### src/rtl/otbn_mont_vec_seq_if.sv
// Bundle of the sequencer's control, operand and result signals, and the port pair it uses to
// reach the shared Montgomery multiplier.
interface otbn_mont_vec_seq_if #(
  parameter int unsigned WLEN       = 256,
  parameter int unsigned DATA_WIDTH = 32,
  parameter int unsigned LOG_R      = 32
);
  logic                  start;
  logic                  bcast;
  logic [WLEN-1:0]       op0;
  logic [WLEN-1:0]       op1;
  logic [DATA_WIDTH-1:0] q;
  logic [LOG_R-1:0]      q_dash;
  logic                  busy;
  logic                  done;
  logic [WLEN-1:0]       res;

  logic                  mul_req;
  logic                  mul_gnt;
  logic [DATA_WIDTH-1:0] mul_op0;
  logic [DATA_WIDTH-1:0] mul_op1;
  logic [DATA_WIDTH-1:0] mul_q;
  logic [LOG_R-1:0]      mul_q_dash;
  logic [DATA_WIDTH-1:0] mul_res;

  // The master side is the vector decode plus the multiplier arbitration and datapath.
  modport master (
    output start, bcast, op0, op1, q, q_dash, mul_gnt, mul_res,
    input  busy, done, res, mul_req, mul_op0, mul_op1, mul_q, mul_q_dash
  );

  modport slave (
    input  start, bcast, op0, op1, q, q_dash, mul_gnt, mul_res,
    output busy, done, res, mul_req, mul_op0, mul_op1, mul_q, mul_q_dash
  );
endinterface

### src/rtl/otbn_mont_vec_seq.sv
// Lane-wise Montgomery vector product: issues one lane per granted cycle to a shared,
// combinational Montgomery multiplier and collects the results into a WLEN-bit vector.
module otbn_mont_vec_seq #(
  parameter int unsigned WLEN       = 256,
  parameter int unsigned DATA_WIDTH = 32,
  parameter int unsigned LOG_R      = 32
) (
  input logic                clk,
  input logic                rst,
  otbn_mont_vec_seq_if.slave bus
);
  localparam int unsigned LANES  = WLEN / DATA_WIDTH;
  localparam int unsigned LANE_W = (LANES > 1) ? $clog2(LANES) : 1;
  localparam logic [LANE_W-1:0] LAST_LANE = LANE_W'(LANES - 1);

  localparam logic [1:0] StIdle = 2'd0;
  localparam logic [1:0] StRun  = 2'd1;
  localparam logic [1:0] StDone = 2'd2;

  logic [1:0]                       state_q, state_d;
  logic [LANE_W-1:0]                lane_q, lane_d;
  logic [LANES-1:0][DATA_WIDTH-1:0] a_q, a_d;
  logic [LANES-1:0][DATA_WIDTH-1:0] b_q, b_d;
  logic [LANES-1:0][DATA_WIDTH-1:0] res_q, res_d;
  logic [DATA_WIDTH-1:0]            q_q, q_d;
  logic [LOG_R-1:0]                 q_dash_q, q_dash_d;
  logic                             bcast_q, bcast_d;
  logic                             run;

  always_comb begin
    state_d  = state_q;
    lane_d   = lane_q;
    a_d      = a_q;
    b_d      = b_q;
    res_d    = res_q;
    q_d      = q_q;
    q_dash_d = q_dash_q;
    bcast_d  = bcast_q;
    case (state_q)
      StIdle: begin
        if (bus.start) begin
          a_d      = bus.op0;
          b_d      = bus.op1;
          q_d      = bus.q;
          q_dash_d = bus.q_dash;
          bcast_d  = bus.bcast;
          lane_d   = '0;
          state_d  = StRun;
        end
      end
      StRun: begin
        // A missing grant leaves lane and operands untouched, so the request simply repeats.
        if (bus.mul_gnt) begin
          res_d[lane_q] = bus.mul_res;
          if (lane_q == LAST_LANE) begin
            lane_d  = '0;
            state_d = StDone;
          end else begin
            lane_d = lane_q + 1'b1;
          end
        end
      end
      StDone:  state_d = StIdle;
      default: state_d = StIdle;
    endcase
  end

  always_ff @(posedge clk) begin
    if (rst) begin
      state_q  <= StIdle;
      lane_q   <= '0;
      a_q      <= '0;
      b_q      <= '0;
      res_q    <= '0;
      q_q      <= '0;
      q_dash_q <= '0;
      bcast_q  <= 1'b0;
    end else begin
      state_q  <= state_d;
      lane_q   <= lane_d;
      a_q      <= a_d;
      b_q      <= b_d;
      res_q    <= res_d;
      q_q      <= q_d;
      q_dash_q <= q_dash_d;
      bcast_q  <= bcast_d;
    end
  end

  assign run = (state_q == StRun);

  assign bus.busy    = run;
  assign bus.done    = (state_q == StDone);
  assign bus.res     = res_q;
  assign bus.mul_req = run;

  // Multiplier operands are gated to zero outside RUN so idle cycles never toggle the shared unit.
  assign bus.mul_op0    = run ? a_q[lane_q] : '0;
  assign bus.mul_op1    = run ? (bcast_q ? b_q[0] : b_q[lane_q]) : '0;
  assign bus.mul_q      = run ? q_q : '0;
  assign bus.mul_q_dash = run ? q_dash_q : '0;
endmodule
### src/flat_wrapper.sv
// flat-port wrapper written by rule: the top's interface ports become plain ports
module otbn_mont_vec_seq_flat 
#(
  parameter int unsigned WLEN       = 256,
  parameter int unsigned DATA_WIDTH = 32,
  parameter int unsigned LOG_R      = 32
)
  (clk, rst, bus_start, bus_bcast, bus_op0, bus_op1, bus_q, bus_q_dash, bus_mul_gnt, bus_mul_res, bus_busy, bus_done, bus_res, bus_mul_req, bus_mul_op0, bus_mul_op1, bus_mul_q, bus_mul_q_dash);
  otbn_mont_vec_seq_if #(.WLEN(WLEN), .DATA_WIDTH(DATA_WIDTH), .LOG_R(LOG_R)) bus_i ();
  input logic clk;
  input logic rst;
  input wire logic [$bits(bus_i.start)-1:0] bus_start;
  input wire logic [$bits(bus_i.bcast)-1:0] bus_bcast;
  input wire logic [$bits(bus_i.op0)-1:0] bus_op0;
  input wire logic [$bits(bus_i.op1)-1:0] bus_op1;
  input wire logic [$bits(bus_i.q)-1:0] bus_q;
  input wire logic [$bits(bus_i.q_dash)-1:0] bus_q_dash;
  input wire logic [$bits(bus_i.mul_gnt)-1:0] bus_mul_gnt;
  input wire logic [$bits(bus_i.mul_res)-1:0] bus_mul_res;
  output wire logic [$bits(bus_i.busy)-1:0] bus_busy;
  output wire logic [$bits(bus_i.done)-1:0] bus_done;
  output wire logic [$bits(bus_i.res)-1:0] bus_res;
  output wire logic [$bits(bus_i.mul_req)-1:0] bus_mul_req;
  output wire logic [$bits(bus_i.mul_op0)-1:0] bus_mul_op0;
  output wire logic [$bits(bus_i.mul_op1)-1:0] bus_mul_op1;
  output wire logic [$bits(bus_i.mul_q)-1:0] bus_mul_q;
  output wire logic [$bits(bus_i.mul_q_dash)-1:0] bus_mul_q_dash;
  assign bus_i.start = bus_start;
  assign bus_i.bcast = bus_bcast;
  assign bus_i.op0 = bus_op0;
  assign bus_i.op1 = bus_op1;
  assign bus_i.q = bus_q;
  assign bus_i.q_dash = bus_q_dash;
  assign bus_i.mul_gnt = bus_mul_gnt;
  assign bus_i.mul_res = bus_mul_res;
  assign bus_busy = bus_i.busy;
  assign bus_done = bus_i.done;
  assign bus_res = bus_i.res;
  assign bus_mul_req = bus_i.mul_req;
  assign bus_mul_op0 = bus_i.mul_op0;
  assign bus_mul_op1 = bus_i.mul_op1;
  assign bus_mul_q = bus_i.mul_q;
  assign bus_mul_q_dash = bus_i.mul_q_dash;
  otbn_mont_vec_seq #(.WLEN(WLEN), .DATA_WIDTH(DATA_WIDTH), .LOG_R(LOG_R)) u_core (.clk(clk), .rst(rst), .bus(bus_i));
endmodule
### config.mk
export PLATFORM = sky130hd
export DESIGN_NAME = otbn_mont_vec_seq_flat
export DESIGN_NICKNAME = d
export VERILOG_FILES = /design/src/rtl/otbn_mont_vec_seq_if.sv /design/src/rtl/otbn_mont_vec_seq.sv /design/src/flat_wrapper.sv
export SDC_FILE = /design/constraint.sdc
export NUM_CORES = 2
export LEC_CHECK = 0
export CORE_AREA = 2 2 385 387
export DETAILED_ROUTE_END_ITERATION = 16
export DIE_AREA = 0 0 387 389
export DONT_BUFFER_PORTS = 1
export GPL_ROUTABILITY_DRIVEN = 0
export MAX_ROUTING_LAYER = met4
export PLACE_DENSITY = 0.38
export SLEW_MARGIN = 15
export SYNTH_ARGS = -nofsm -noshare
export SYNTH_HDL_FRONTEND = slang
export SYNTH_SLANG_ARGS = --single-unit
### constraint.sdc
create_clock -name clk -period 1.7 [get_ports clk]
set_input_delay 0.34 -clock clk [delete_from_list [all_inputs] [get_ports clk]]
set_output_delay 0.34 -clock clk [all_outputs]
set_load 0.005 [all_outputs]
Yosys cells after proc, flatten, opt, wreduce, memory -nomap -nowiden
Cells that the tools add are included.
{"block": "word_totals", "register_bits": 838, "input_bits": 613}
{"block": "op_classes", "add_sub_neg": 1, "magnitude_cmp": 2, "eq_ne": 6, "muxes": 20, "n_reduce_logical": 7}
{"op": "256-bit bitwise mux", "count": 1}
{"op": "32-bit 2-to-1 mux", "count": 8}
{"op": "32-bit binary-select mux with 3-bit select", "count": 2}
{"op": "32-bit demux with 3-bit select", "count": 1}
{"op": "3-bit 2-to-1 mux", "count": 3}
{"op": "2-bit 2-to-1 mux", "count": 3}
{"op": "2-bit inequality test (second input constant)", "count": 3}
{"op": "3-bit one-hot mux with 2 select lines", "count": 1}
{"op": "3-bit AND reduction", "count": 2}
{"op": "3-bit by 4-bit less-than comparator with 1-bit output (second input constant)", "count": 1}
{"op": "2-bit one-hot mux with 2 select lines", "count": 1}
{"op": "2-bit AND reduction", "count": 2}
{"op": "3-bit by 1-bit adder with 3-bit output (second input constant)", "count": 1}
{"op": "3-bit == test (second input constant)", "count": 1}
{"op": "3-bit by 1-bit greater-or-equal comparator with 1-bit output (second input constant)", "count": 1}
{"op": "2-bit by 1-bit == test with 1-bit output (second input constant)", "count": 1}
{"op": "2-bit == test (second input constant)", "count": 1}
{"op": "2-bit logical NOT", "count": 1}
{"op": "2-bit nonzero test", "count": 1}
{"op": "1-bit logical AND", "count": 1}

Depth between registers and ports, before layout
{"block": "depth", "ltp_word": 5, "depth_mapped": 8, "depth_no_buf": 5}

Worst setup path before layout
Ideal clock, no wire load.
{"block": "synth_path", "path_kind": "register -> output", "startpoint": "register u_core.lane_q[0]", "endpoint": "output bus_mul_op1[5]", "arrival_ns": 1.509, "required_ns": 1.360, "setup_slack_ns": -0.149, "stages_incl_launch_ff": 7, "path_cell_list": "dfxtp_1 -> buf_6 -> buf_6 -> buf_2 -> mux2_2 -> a221oi_1 -> o21ai_0"}
{"block": "synth_via", "elab_chain_cells": 4}
{"item": "from (decl)", "line": "otbn_mont_vec_seq.sv:21", "text": "logic [LANE_W-1:0] lane_q, lane_d;"}
{"item": "from (signal assigned)", "line": "otbn_mont_vec_seq.sv:80", "text": "lane_q <= lane_d;"}
{"item": "32-bit binary-select mux with 3-bit select", "line": "otbn_mont_vec_seq.sv:99", "text": "assign bus.mul_op1 = run ? (bcast_q ? b_q[0] : b_q[lane_q]) : '0;"}
{"item": "32-bit 2-to-1 mux (implied by the code)", "line": "otbn_mont_vec_seq.sv:99"}
{"item": "32-bit 2-to-1 mux (2 in series)", "line": "otbn_mont_vec_seq.sv:99"}
{"item": "to (decl)", "line": "flat_wrapper.sv:25", "text": "output wire logic [$bits(bus_i.mul_op1)-1:0] bus_mul_op1;"}
Every way passes these cells. The select of a mux whose other input is x is not followed.

Final worst setup path
{"block": "layout_path", "startpoint": "register u_core.lane_q[0]", "endpoint": "output bus_mul_op0[8]"}
{"block": "layout_via", "elab_chain_cells": 3}
{"item": "32-bit binary-select mux with 3-bit select", "line": "otbn_mont_vec_seq.sv:98", "text": "assign bus.mul_op0 = run ? a_q[lane_q] : '0;"}
{"item": "32-bit 2-to-1 mux (implied by the code)", "line": "otbn_mont_vec_seq.sv:98"}
{"item": "32-bit 2-to-1 mux", "line": "otbn_mont_vec_seq.sv:98"}
{"item": "to (decl)", "line": "flat_wrapper.sv:24", "text": "output wire logic [$bits(bus_i.mul_op0)-1:0] bus_mul_op0;"}
Every way passes these cells. The select of a mux whose other input is x is not followed.

==> results.tsv <==
metric	value	unit
status	finished, violations left	
failing checks	hold timing, slew limit, setup timing	
Setup WS post-layout	-1.06	ns
switching part of the total	26.1	%
crit path launch type	flip-flop	
FFs w/ async S/R, synth	0	%
critical path type	flip-flop to primary output	
Netlist cell types	50	
worst-path fanout max	4	
register area	16800	um^2
chip height	389	um
Initial Util	23.0	%
antenna viol nets, final	0	
clock group share of total power	44.8	%
GRT Overall Usage	22.4	%
ratio of cells with drive above 1 in the final layout	16.8	%
area of the multi-input gates	16500	um^2
worst min-delay path category	input port to flip-flop	
Root Driver	clkbuf_16	
final setup vio count	940	
number of global-route vias before repair	32200	
register share of total power	43.3	%
skew final	0.0299	ns
Tmin final	2.76	ns
post-DP HPWL	123	mm
cts bufs inserted	100	
Static Leak	17.9	nW
worst path arrival time	2.42	ns
largest cells by area after synthesis	dfxtp_1 (50%), nand2_1 (19%), a21oi_1 (13%), mux4_2 (3.8%), buf_2 (2.6%)	
Rows	141	
Worst Setup End Kind	primary output	
Internal	36.2	mW
PD cells	985	nW/um^2
switching power	12.8	mW
# fillers	15500	
Routed WL	173	mm
Tightest Pin Transition	3.30	ns
via count	32500	
1st-iter DRT viols	2222	
Top Family by Delay on Critical Path	buffers and inverters	
cells after synthesis	4230	
RSZ-0062 raised after global routing	yes	
Critical path buffers and inverters	3	
final layout net count	5526	
CORE AREA	147000	um^2
average cell area after synthesis	7.96	um^2
Primary FF master, synth	dfxtp_1	
final hold vios	12	
post-synth top area share	49.8	%
Max Cap Violations	0	
pin count of the biggest net entering global routing	839	
WHS	-0.218	ns
post-synthesis sequential area ratio	49.8	%
post-place setup slack	-0.677	ns
yosys synthesis warning count	0	
WL/cell	24.8	um
DRC viols	0	
Cell Chain, Critical Path	buf_12 -> buf_8 -> mux2_4 -> a221oi_4 -> buf_4 -> o22ai_4 -> and2_4	
slowest stage delay, CP	0.38	ns
most frequent cells in the layout	nand2_1 (1693), dfxtp_1 (834), a21oi_1 (822)	
fmax	363	MHz
CTS max path bufs	3	
Reg2Reg Setup Slack	-0.62	ns
Syn Nets	4845	
antenna violations before repair	68	
CTS tree	yes	
Clk pin slew, worst setup/hold paths	0.06	ns
I/O Pins	1000	
post-synth design cell area	33700	um^2
Port-buffer cells	0	
Max VDD drop	0.800	mV
Area growth syn-to-layout	47.6	%
area leader, netlist	dfxtp_1	
worst endpoint required time	1.36	ns
vias per cell	4.66	
commonest non-fill, non-tap cell in the layout	nand2_1	
die width	387	um
first-pass GRT wire length	238	mm
slowest cell on the critical path	dfxtp_4	
TNS Setup	-306.18	ns
drt first pass iters	5	
Tcrit/Tclk final	162	%
grt total ovfl	0	
Post-synth EDFFs	0	
combinational share of power	11.9	%
relative max-transition margin	-120	%
Worst-Skew Late Latency	0.71	ns
flops & latches, synth	838	
Sink Count	838	
Slew Limit Fails	753	
# H-tree levels	3	
Die ar.	151000	um^2
[cell families after synthesis]
kind of cell	after synthesis	synth area share, %
fa+ha+maj	2	0.0743
flops	838	49.8
compound gates	1015	16.1
mux	141	6.50
simple gates	1856	21.8
buf+inv	378	5.74
[per-stage QoR]
stage	power [mW]	instance area (um^2)	cells	util [%]	hold WS, ns
after floorplan	23.9	33800	4230	-	0.432
after global placement	25.3	37300	6053	25.5	0.438
after detailed placement	25.4	37300	6053	25.5	0.442
after CTS	49.4	48300	6879	33.0	-0.311
after global routing	50.7	49700	6968	33.9	-0.282
final	49.0	49700	6975	33.9	-0.218
[power by group through the flow]
stage | combinational (mW) | clock [mW] | sequential [mW]
floorplan | 2.62 | 0 | 21.2
global placement | 3.71 | 0 | 21.6
detailed placement | 3.75 | 0 | 21.6
CTS | 5.62 | 22.5 | 21.2
global route | 6.22 | 23.2 | 21.3
finish | 5.82 | 21.9 | 21.2
[final cells by class]
cell class / instances / area share [%]
clock buffers: 155 / 6.10
well taps: 1930 / 4.86
flip-flops and latches: 838 / 33.8
multi-input cells: 3014 / 33.1
repair buffers: 953 / 21.2
inverters: 4 / 0.0503
clock inverters: 24 / 0.602
diodes: 57 / 0.287
[path summary, 6_finish.rpt]
kind | startpoint | end | depth (start not counted)
worst min register to register | u_core.q_dash_q[29]$_SDFFE_PP0P_ | u_core.q_dash_q[29]$_SDFFE_PP0P_ | 2
worst max-delay path | u_core.lane_q[0]$_SDFFE_PP0P_ | bus_mul_op0[8] | 7
worst max register to register | u_core.lane_q[2]$_SDFFE_PP0P_ | u_core.bus.res[29]$_SDFFE_PP0P_ | 12
worst min-delay path | rst | u_core.bus.res[184]$_SDFFE_PP0P_ | 1
[worst register-to-register path, delay by kind of cell (launching register included)]
kind / cells / cell delay (ns)
AO/OA/AOI/OAI: 1 / 0.13
AND/OR/NAND/NOR: 3 / 0.53
buffers and inverters: 8 / 1.18
flip-flops: 1 / 0.36
[sequential cells by signal, summed over array words and instances (netlist names)]
signal	count
u_core.lane_q	3
u_core.b_q	256
u_core.a_q	256
u_core.bcast_q	1
u_core.state_q	2
u_core.q_q	32
u_core.bus.res	256
u_core.q_dash_q	32
[cells in the mapped netlist (2+ instances only)]
library cell,n
nand2_1,1715
a21oi_1,855
dfxtp_1,838
buf_2,174
clkbuf_1,132
and2_1,70
o21ai_0,58
mux4_2,57
a221oi_1,53
buf_4,53
mux2_2,52
mux2i_1,32
nor2_1,29
buf_6,13
o22ai_1,12
a22oi_1,10
nor2b_1,7
o21a_1,7
a22o_1,6
nand3_1,5
nand2b_1,4
nor3_4,4
a221o_1,3
inv_2,3
nor3b_1,3
o21ai_1,3
or2_1,3
a211oi_1,2
a222oi_1,2
buf_1,2
ha_1,2
nor3_1,2
nor3_2,2
[per-layer routing]
layer | global-route usage, % | vias to the layer above | share of wire, %
li1 | - | 15500 | -
met4 | 9.36 | 0 | 4.4
met5 | - | - | 0
met3 | 5.56 | 289 | 6.4
met2 | 38.5 | 1146 | 50
met1 | 24.8 | 15600 | 39
[timing repair]
| action | CTS | global route |
|---|---|---|
| gates cloned | 10 | 8 |
| buffers inserted | 38 | 30 |
| hold endpoints to repair | 838 | 19 |
| hold buffers | 603 | 7 |
| setup endpoints to repair | 585 | 866 |
| pin swaps | 51 | 95 |
| resized for setup | 237 | 194 |
Power figures use the tool's default switching activity.
